### config.mk
export PLATFORM = sky130hd
export DESIGN_NAME = traffic_input_conditioner
export DESIGN_NICKNAME = d
export VERILOG_FILES = /design/src/rtl/traffic_pkg.sv /design/src/rtl/input_debounce_edge.sv /design/src/rtl/traffic_input_conditioner.sv
export SDC_FILE = /design/constraint.sdc
export NUM_CORES = 1
export LEC_CHECK = 0
export BUFFER_PORTS_ARGS = -buffer_cell sky130_fd_sc_hd__buf_4
export CAP_MARGIN = 20
export CELL_PAD_IN_SITES_DETAIL_PLACEMENT = 0
export CELL_PAD_IN_SITES_GLOBAL_PLACEMENT = 1
export CORE_MARGIN = 2
export CORE_UTILIZATION = 48
export DETAILED_ROUTE_END_ITERATION = 8
export PLACE_DENSITY_LB_ADDON = 0.1
export SLEW_MARGIN = 10
export SYNTH_ARGS = -nofsm -noshare
export SYNTH_HDL_FRONTEND = slang
export SYNTH_SLANG_ARGS = --single-unit
### constraint.sdc
create_clock -name clk -period 2.2 [get_ports clk]
set_input_delay 0.22 -clock clk [delete_from_list [all_inputs] [get_ports clk]]
set_output_delay 0.22 -clock clk [all_outputs]
set_load 0.03 [all_outputs]
### src/rtl/traffic_pkg.sv
// rtl/traffic_pkg.sv - shared timing constants for the traffic controller blocks
package traffic_pkg;

    // Default number of consecutive disagreeing edges before a debounced level moves
    localparam int DEBOUNCE_CYCLES_DEFAULT = 4;

    // Default debounce counter width (2**CNT_W must exceed the debounce length)
    localparam int CNT_W_DEFAULT = 4;

    // Smallest counter width able to hold the values 0 .. cycles-1
    function automatic int cnt_w_min(input int cycles);
        return (cycles <= 2) ? 1 : $clog2(cycles);
    endfunction

endpackage

### src/rtl/input_debounce_edge.sv
// rtl/input_debounce_edge.sv - single-channel debounce counter with rising-edge detect
module input_debounce_edge
    import traffic_pkg::*;
#(
    parameter int DEBOUNCE_CYCLES = DEBOUNCE_CYCLES_DEFAULT,
    parameter int CNT_W           = CNT_W_DEFAULT
) (
    input  logic clk,
    input  logic reset_n,
    input  logic raw_in,
    output logic level_out,
    output logic rise_out
);

    localparam logic [CNT_W-1:0] CNT_LAST = CNT_W'(DEBOUNCE_CYCLES - 1);

    logic             stable_q;
    logic             stable_d;
    logic             prev_q;
    logic [CNT_W-1:0] cnt_q;
    logic [CNT_W-1:0] cnt_d;

    // Count consecutive disagreeing edges; any agreeing edge restarts the count
    always_comb begin
        stable_d = stable_q;
        cnt_d    = '0;
        if (raw_in != stable_q) begin
            if (cnt_q == CNT_LAST) begin
                stable_d = raw_in;
            end else begin
                cnt_d = cnt_q + 1'b1;
            end
        end
    end

    // Debounced level, its one-edge-old copy and the counter
    always_ff @(posedge clk or negedge reset_n) begin
        if (!reset_n) begin
            stable_q <= 1'b0;
            prev_q   <= 1'b0;
            cnt_q    <= '0;
        end else begin
            stable_q <= stable_d;
            prev_q   <= stable_q;
            cnt_q    <= cnt_d;
        end
    end

    assign level_out = stable_q;
    // Combinational rise; the parent registers it so pulses land one edge after the level moves
    assign rise_out  = stable_q & ~prev_q;

endmodule

### src/rtl/traffic_input_conditioner.sv
// rtl/traffic_input_conditioner.sv - debounced levels, edge pulses and sticky walk request
module traffic_input_conditioner
    import traffic_pkg::*;
#(
    parameter int DEBOUNCE_CYCLES = DEBOUNCE_CYCLES_DEFAULT,
    parameter int CNT_W           = CNT_W_DEFAULT
) (
    input  logic clk,
    input  logic reset_n,
    input  logic walkRequest_syn_in,
    input  logic reprogram_syn_in,
    input  logic sensor_syn_in,
    input  logic walkRequest_clear_in,
    output logic walkRequest_pending_out,
    output logic reprogram_pulse_out,
    output logic sensor_level_out,
    output logic sensor_rise_out
);

    logic walk_rise;
    logic reprogram_rise;
    logic sensor_rise;
    logic sensor_level;
    logic walk_level_unused;
    logic reprogram_level_unused;

    logic walk_pending_q;
    logic walk_pending_d;
    logic reprogram_pulse_q;
    logic sensor_rise_q;

    input_debounce_edge #(
        .DEBOUNCE_CYCLES (DEBOUNCE_CYCLES),
        .CNT_W           (CNT_W)
    ) u_walk (
        .clk       (clk),
        .reset_n   (reset_n),
        .raw_in    (walkRequest_syn_in),
        .level_out (walk_level_unused),
        .rise_out  (walk_rise)
    );

    input_debounce_edge #(
        .DEBOUNCE_CYCLES (DEBOUNCE_CYCLES),
        .CNT_W           (CNT_W)
    ) u_reprogram (
        .clk       (clk),
        .reset_n   (reset_n),
        .raw_in    (reprogram_syn_in),
        .level_out (reprogram_level_unused),
        .rise_out  (reprogram_rise)
    );

    input_debounce_edge #(
        .DEBOUNCE_CYCLES (DEBOUNCE_CYCLES),
        .CNT_W           (CNT_W)
    ) u_sensor (
        .clk       (clk),
        .reset_n   (reset_n),
        .raw_in    (sensor_syn_in),
        .level_out (sensor_level),
        .rise_out  (sensor_rise)
    );

    // Walk latch: a new rise beats a coincident acknowledge so no request is lost
    always_comb begin
        walk_pending_d = walk_rise | (walk_pending_q & ~walkRequest_clear_in);
    end

    // Output registers for the walk flag and the one-cycle pulses
    always_ff @(posedge clk or negedge reset_n) begin
        if (!reset_n) begin
            walk_pending_q    <= 1'b0;
            reprogram_pulse_q <= 1'b0;
            sensor_rise_q     <= 1'b0;
        end else begin
            walk_pending_q    <= walk_pending_d;
            reprogram_pulse_q <= reprogram_rise;
            sensor_rise_q     <= sensor_rise;
        end
    end

    assign walkRequest_pending_out = walk_pending_q;
    assign reprogram_pulse_out     = reprogram_pulse_q;
    assign sensor_level_out        = sensor_level;
    assign sensor_rise_out         = sensor_rise_q;

endmodule

### Word level (Yosys, flattened, before mapping)

Index checks and enable logic that the tools add are counted.

* register bits: 21
* output and inout bits: 4
* input bits: 6
* word-level logic and storage cells: 39

* mux-type cells: 6
* bitwise logic cells: 9
* reductions and logical operators: 3
* eq/ne operators: 6
* add/subtract/negate cells: 3

Operators with widths (count)
* $mux 4: 6
* $add 4x1->4 const B: 3
* $eq 4x2->1 const B: 3
* $reduce_and 2->1: 3
* $and 1x1->1: 4
* $not 1->1: 4
* $ne 1x1->1: 3
* $or 1x1->1: 1

### Longest topological paths before layout

Gate-level depths: netlist (run 1).

* depth in word-level cells: 3
* gate-level depth with buffers: 3
* mapped depth without buffers: 3

### Modules after synthesis

A second synthesis (run 1) with hierarchy kept.

* cell total of the unflattened synthesis: 65
* area, all modules: 870.8 um^2

By module, submodules not included
* input_debounce_edge: cells each 20, instances 3, area an instance 261.5 um^2
* traffic_input_conditioner: cells each 5, instances 1, area an instance 86.3 um^2

### Worst setup path before layout (run 1)

No wires, ideal clock.

* path kind: reg2reg
* from: register u_sensor.cnt_q[0]
* to: register u_sensor.stable_q, in the netlist u_sensor.level_out
* data required time: 2.072 ns
* stages on the path, launching flop included: 4
* path buffers: 0
* library setup time: 0.128 ns
* clock period less this slack: 1.171 ns
* setup slack: 1.029 ns
* arrival: 1.043 ns
* cells stage by stage: dfrtp_1 > ha_1 > nor3b_2 > mux2_1

* longest elaborated chain between the ends: 2

Ends and longest elaborated chain
* start, declared: RTL line input_debounce_edge.sv:20 `logic [CNT_W-1:0] cnt_q;`
* start signal, assigned: RTL line input_debounce_edge.sv:45 `cnt_q <= cnt_d;`
* $eq 4x2->1: RTL line input_debounce_edge.sv:28 `if (cnt_q == CNT_LAST) begin`
* $reduce_and 2->1 (no source line)
* end signal, assigned: RTL line input_debounce_edge.sv:43 `stable_q <= stable_d;`
* end, declared: RTL line input_debounce_edge.sv:17 `logic stable_q;`

No other way between the ends.
A chain may end at the register's enable or synchronous reset.

### Worst setup path in the final report (run 1)

Ends and elaborated chain as after synthesis.

==> results.toml, run 1 <==
[outcome]
outcome = "complete, no violations"

[worst_hold_path]
hp-start = "walkRequest_clear_in"
whs_path_depth = 2
holdCritPathClass = "primary input to flip-flop"

[final_layout]
n_antenna_cell = 0
mostFrequentLayoutCells = "dfrtp_1 (21), buf_4 (9), a21oi_1 (6)"
nets = 89
drive_above_1_share = 0.241
fillers = 159
fin_cells = 104
syn_to_final_growth_pct = 15.5
final_common_cell = "dfrtp_1"

[clock_network]
cts_buffer_depth = 2
cts_tree = "done"
cts-root-buf = "clkbuf_4"
clock_sinks = 21
clock_latency_ps = 290
ctsResizeCount = 0
cts.clk_slew.worst_paths_ps = 100
cts_made_buffers = 3
htreeDepth = 1

[power]
leakage_nw = 0.450
p_total_w = 0.00113
ir_drop_mv = 0.746
power-per-cell-area_mw_per_mm2 = 1120

[floorplan]
fp.dieW_um = 46.7
die-area_mm2 = 0.00218
core.rowCount = 15
dieHeight_um = 46.7
io_pins = 10
fp.coreArea_mm2 = 0.00173
initial_core_util = 0.507

[detailed_routing]
drtPass1Iterations = 4
wire_per_inst_um = 11.9
drt-met1-wl_um = 608
wl_met3_um = 44
drc = 0
via_per_inst = 5.05
drt_wl_total_mm = 1.24
wl_met2_um = 562
dr_total_vias = 525
drt_iter0_drc = 2
antenna_left = 0
top_layer = "met4"

[grt]
grt_pass1_wl_mm = 2.07
grt-ovfl-total = 0
grt_usage = 0.141
grt_pass1_vias = 487
grt_max_degree = 22
antenna_found_initial = 0

[sta]
rsz0062_at_grt = "no"
max_freq_mhz = 787
relSlewSlack = 0.718
fin_crit_sh = 0.578
hold_ws_ps = 100
layout_min_cycle_time_ps = 1270
hold_violations = 0
finalClockSkew_ps = 4.61
tns_ps = 0
tightest_slew_ps = 421
setup_violations = 0
slew_violations = 0

[logic_synthesis]
synth_cell_type_count = 17
synthCells = 65
synth_warnings = 0
ys_ff_latch = 21
syn_area_um2 = 875
ys_seq_area_frac = 0.601
synth_nets = 74
syn_avg_cell_area_um2 = 13.5

[setup_path]
cp-startpoint = "u_sensor.cnt_q[0]"
crit_type = "flip-flop to flip-flop"
reg2reg_from = "u_sensor.cnt_q[0]"
worstPathRequired_ps = 2380
cp-start-kind = "flip-flop"
cp_max_fo = 4
r2r_cells = 3
end_kind = "flip-flop"
arrival_ps = 1450

[placement]
io_buffers = 9
place_congestion = 0.687
dp_cells = 99
dp_hpwl_um = 868

[flow_run]
cap_violations = 0
==> per-stage QoR <==
stage	area [um^2]	utilization	setup WS [ps]
global route	1010	0.585	846
finish	1010	0.585	929
detailed placement	973	0.564	954
floorplan	875	-	1030
CTS	1010	0.585	933
global placement	973	0.564	950
==> worst max-delay path, cell delays in order, from the launching register on <==
cell and delay (ps):
dfrtp_1 410, ha_1 200, nor3b_2 210, mux2_1 340
==> final timing paths <==
path                                           end  slack [ps]
setup / recovery                u_sensor.level_out         930
hold / removal             walkRequest_pending_out         100
setup reg to reg                u_sensor.level_out         930
hold reg to reg                    sensor_rise_out         400
max in group asynchronous        u_sensor.cnt_q[1]        1650
min in group asynchronous     u_reprogram.cnt_q[2]         340
==> cell families after synthesis <==
| kind of cell | synth area share |
|---|---|
| buf+inv | 0.00859 |
| compound gates | 0.0658 |
| flops | 0.601 |
| fa+ha+maj | 0.0429 |
| xor+xnor | 0.0300 |
| mux | 0.0386 |
| simple gates | 0.213 |
==> metal layers <==
layer / GRT usage / up-vias
li1: - / 263
met1: 0.184 / 249
met2: 0.211 / 11
met3: 0.0353 / 2
met4: 0.0833 / 0
met5: 0 / -
==> Yosys cell counts <==
master / count / share of area
a2111oi_2: 1 / 0.017
a21oi_1: 6 / 0.034
and4_1: 2 / 0.020
and4_4: 1 / 0.013
dfrtp_1: 21 / 0.60
ha_1: 3 / 0.043
inv_1: 2 / 0.0086
mux2_1: 3 / 0.039
nand2b_1: 3 / 0.021
nand3b_1: 3 / 0.026
nor2_1: 2 / 0.0086
nor2b_1: 5 / 0.036
nor3_1: 3 / 0.017
nor3b_2: 3 / 0.043
nor4_2: 2 / 0.029
o22ai_1: 2 / 0.014
xnor2_1: 3 / 0.030
==> power breakdown <==
group | total (W) | switching (W) | internal, W
Combinational | 0.000348 | 0.000188 | 0.000161
Sequential | 0.000604 | 0.0000920 | 0.000512
Clock | 0.000177 | 0.000106 | 0.0000705
Total | 0.00113 | 0.000386 | 0.000743
==> what timing repair did <==
action,4_1_cts,5_1_grt
hold buffers,1,0
hold endpoints to repair,21,0
buffers inserted,0,0
==> area by class of cell <==
cell class | instances | area (um^2) | share of cell area
Clock buffer | 4 | 26.3 | 0.0260
Sequential cell | 21 | 526 | 0.520
Tap cell | 25 | 31.3 | 0.0310
Inverter | 2 | 7.51 | 0.00743
Timing Repair Buffer | 10 | 77.6 | 0.0768
Multi-Input combinational cell | 42 | 342 | 0.338
==> state kept, by name, indices dropped and copies added, names as in the netlist <==
signal	cells
reprogram_pulse_out	1
sensor_rise_out	1
u_reprogram.cnt_q	4
u_reprogram.level_out	1
u_reprogram.prev_q	1
u_sensor.cnt_q	4
u_sensor.level_out	1
u_sensor.prev_q	1
u_walk.cnt_q	4
u_walk.level_out	1
u_walk.prev_q	1
walkRequest_pending_out	1
No activity file was read; power rests on OpenSTA's default activity.
==> inputs of run 2 (changes only) <==
--- a/config.mk
+++ b/config.mk
@@ -10,7 +10,7 @@
 export CELL_PAD_IN_SITES_DETAIL_PLACEMENT = 0
 export CELL_PAD_IN_SITES_GLOBAL_PLACEMENT = 1
 export CORE_MARGIN = 2
-export CORE_UTILIZATION = 48
+export CORE_UTILIZATION = 40
 export DETAILED_ROUTE_END_ITERATION = 8
 export PLACE_DENSITY_LB_ADDON = 0.1
 export SLEW_MARGIN = 10
==> constraint.sdc (replaced) <==
create_clock -name clk -period 1.1 [get_ports clk]
set_input_delay 0.11 -clock clk [delete_from_list [all_inputs] [get_ports clk]]
set_output_delay 0.11 -clock clk [all_outputs]
set_load 0.03 [all_outputs]
==> results.toml, run 2 (synthesized netlist as in run 1, its figures left out) <==
[placement]
dp_cells = 119
placed_area_mm2 = 0.00115
place_congestion = 0.707
io_buffers = 9
dp_hpwl_um = 994

[detailed_routing]
wire_per_inst_um = 11.7
drtPass1Iterations = 2
drt_wl_total_mm = 1.53
via_per_inst = 4.75
drc = 0
antenna_left = 0
drt_iter0_drc = 4
dr_total_vias = 622

[sta]
tns_ps = -267
hold_violations = 0
fin_crit_sh = 1.09
rsz0062_at_grt = "yes"
setup_violations = 4
finalClockSkew_ps = 11.4
relSlewSlack = 0.764
setup_ws_ps = -104
slew_violations = 0
tightest_slew_ps = 352
max_freq_mhz = 831
layout_min_cycle_time_ps = 1200

[grt]
grt_usage = 0.137
grt_max_degree = 22
grt-ovfl-total = 0
grt_pass1_vias = 640
grt_pass1_wl_mm = 2.66
antenna_found_initial = 0

[worst_hold_path]
worst_hold_path.endpoint = "u_reprogram.level_out"
hp-start = "reprogram_syn_in"
whs_path_depth = 2
holdCritPathClass = "primary input to flip-flop"

[clock_network]
clock_latency_ps = 300
clock_sinks = 21
htreeDepth = 1
cts-root-buf = "clkbuf_4"
cts_made_buffers = 3
cts_tree = "done"
cts.clk_slew.worst_paths_ps = 120
cts_buffer_depth = 2

[outcome]
outcome = "finished with violations"
violations = "setup timing"

[setup_path]
cp-start-kind = "flip-flop"
ff2ff_setup_slack_ps = -100
end_kind = "flip-flop"
reg2reg_from = "u_reprogram.cnt_q[0]"
r2r-end = "u_reprogram.level_out"
crit_type = "flip-flop to flip-flop"
arrival_ps = 1410
r2r_cells = 3
cp_max_fo = 2
worstPathRequired_ps = 1300

[final_layout]
drive_above_1_share = 0.519
fin_area_mm2 = 0.00128
final_common_cell = "buf_4"
fin_cells = 131
n_antenna_cell = 0
reg_top3 = "u_reprogram.cnt_q: 4 flops, u_sensor.cnt_q: 4 flops, u_walk.cnt_q: 4 flops"
syn_to_final_growth_pct = 45.9
utilization = 0.631
mostFrequentLayoutCells = "buf_4 (31), dfrtp_1 (19), nor2b_1 (5), a21oi_1 (5)"
nets = 114

[floorplan]
fp.coreArea_mm2 = 0.00202
fp.dieW_um = 50.8
dieHeight_um = 50.8
die-area_mm2 = 0.00258
core.rowCount = 16
initial_core_util = 0.433
io_pins = 10

[power]
p_total_w = 0.00277
ir_drop_mv = 1.31
power-per-cell-area_mw_per_mm2 = 2170
leakage_nw = 0.576

[flow_run]
cap_violations = 0
run 2: cell types whose count changed in the layout (fill, tap and decap cells not counted), sizes merged:
cell	delta
buf	+23
dlygate4sd3	+2
clkbuf	-1
clkinv	+1
run 2: timing repair:
item | 4_1_cts | 5_1_grt
setup buffers | 0 | 5
hold buffers | 3 | 0
endpoints found under the hold margin | 23 | 0
pin swaps | 2 | 5
setup endpoints to repair | 4 | 7
gates resized for setup | 1 | 6
run 2: stage by stage:
| step | setup slack [ps] | hold slack (ps) |
|---|---|---|
| 6_report | -104 | 45.4 |
| 2_1_floorplan | -69.2 | -186 |
| 4_1_cts | -107 | 33.7 |
| 3_5_place_dp | -83.4 | 9.84 |
| 3_3_place_gp | -66.8 | 6.73 |
| 5_1_grt | -158 | 32.1 |
run 2: how the worst max path moves through the flow:
stage	startpoint	end	slack [ps]	cells after the start
after floorplan	u_sensor.cnt_q[0]	u_sensor.level_out	-70	3
after global placement	u_reprogram.cnt_q[0]	u_reprogram.level_out	-70	3
after detailed placement	u_reprogram.cnt_q[0]	u_reprogram.level_out	-80	3
after CTS	u_reprogram.cnt_q[0]	u_reprogram.level_out	-110	3
after global routing	u_walk.cnt_q[0]	u_walk.level_out	-160	3
final	u_reprogram.cnt_q[0]	u_reprogram.level_out	-100	3
run 2: final cells by class:
type,instances,area [um^2]
flip-flops and latches,21,528
fillers,171,746
inverters,2,7.51
repair buffers,35,274
clock inverters,1,5.00
well taps,27,33.8
clock buffers,3,22.5
multi-input cells,42,405
run 2: per-layer routing:
layer | share of wire | vias up | global-route usage
li1 | - | 313 | -
met1 | 0.47 | 297 | 0.163
met2 | 0.48 | 10 | 0.235
met3 | 0.037 | 2 | 0.0536
met4 | 0.011 | 0 | 0.0270
met5 | 0 | - | 0
run 2: worst max-delay path, stage by stage, from the launching register on:
cell and delay (ps):
dfrtp_1 380, ha_2 190, nor3b_4 220, mux2_4 320
run 2: power by group:
part	internal, W	switching, W
Combinational	0.000706	0.000533
Sequential	0.00103	0.000142
Clock	0.000135	0.000227
Total	0.00187	0.000902
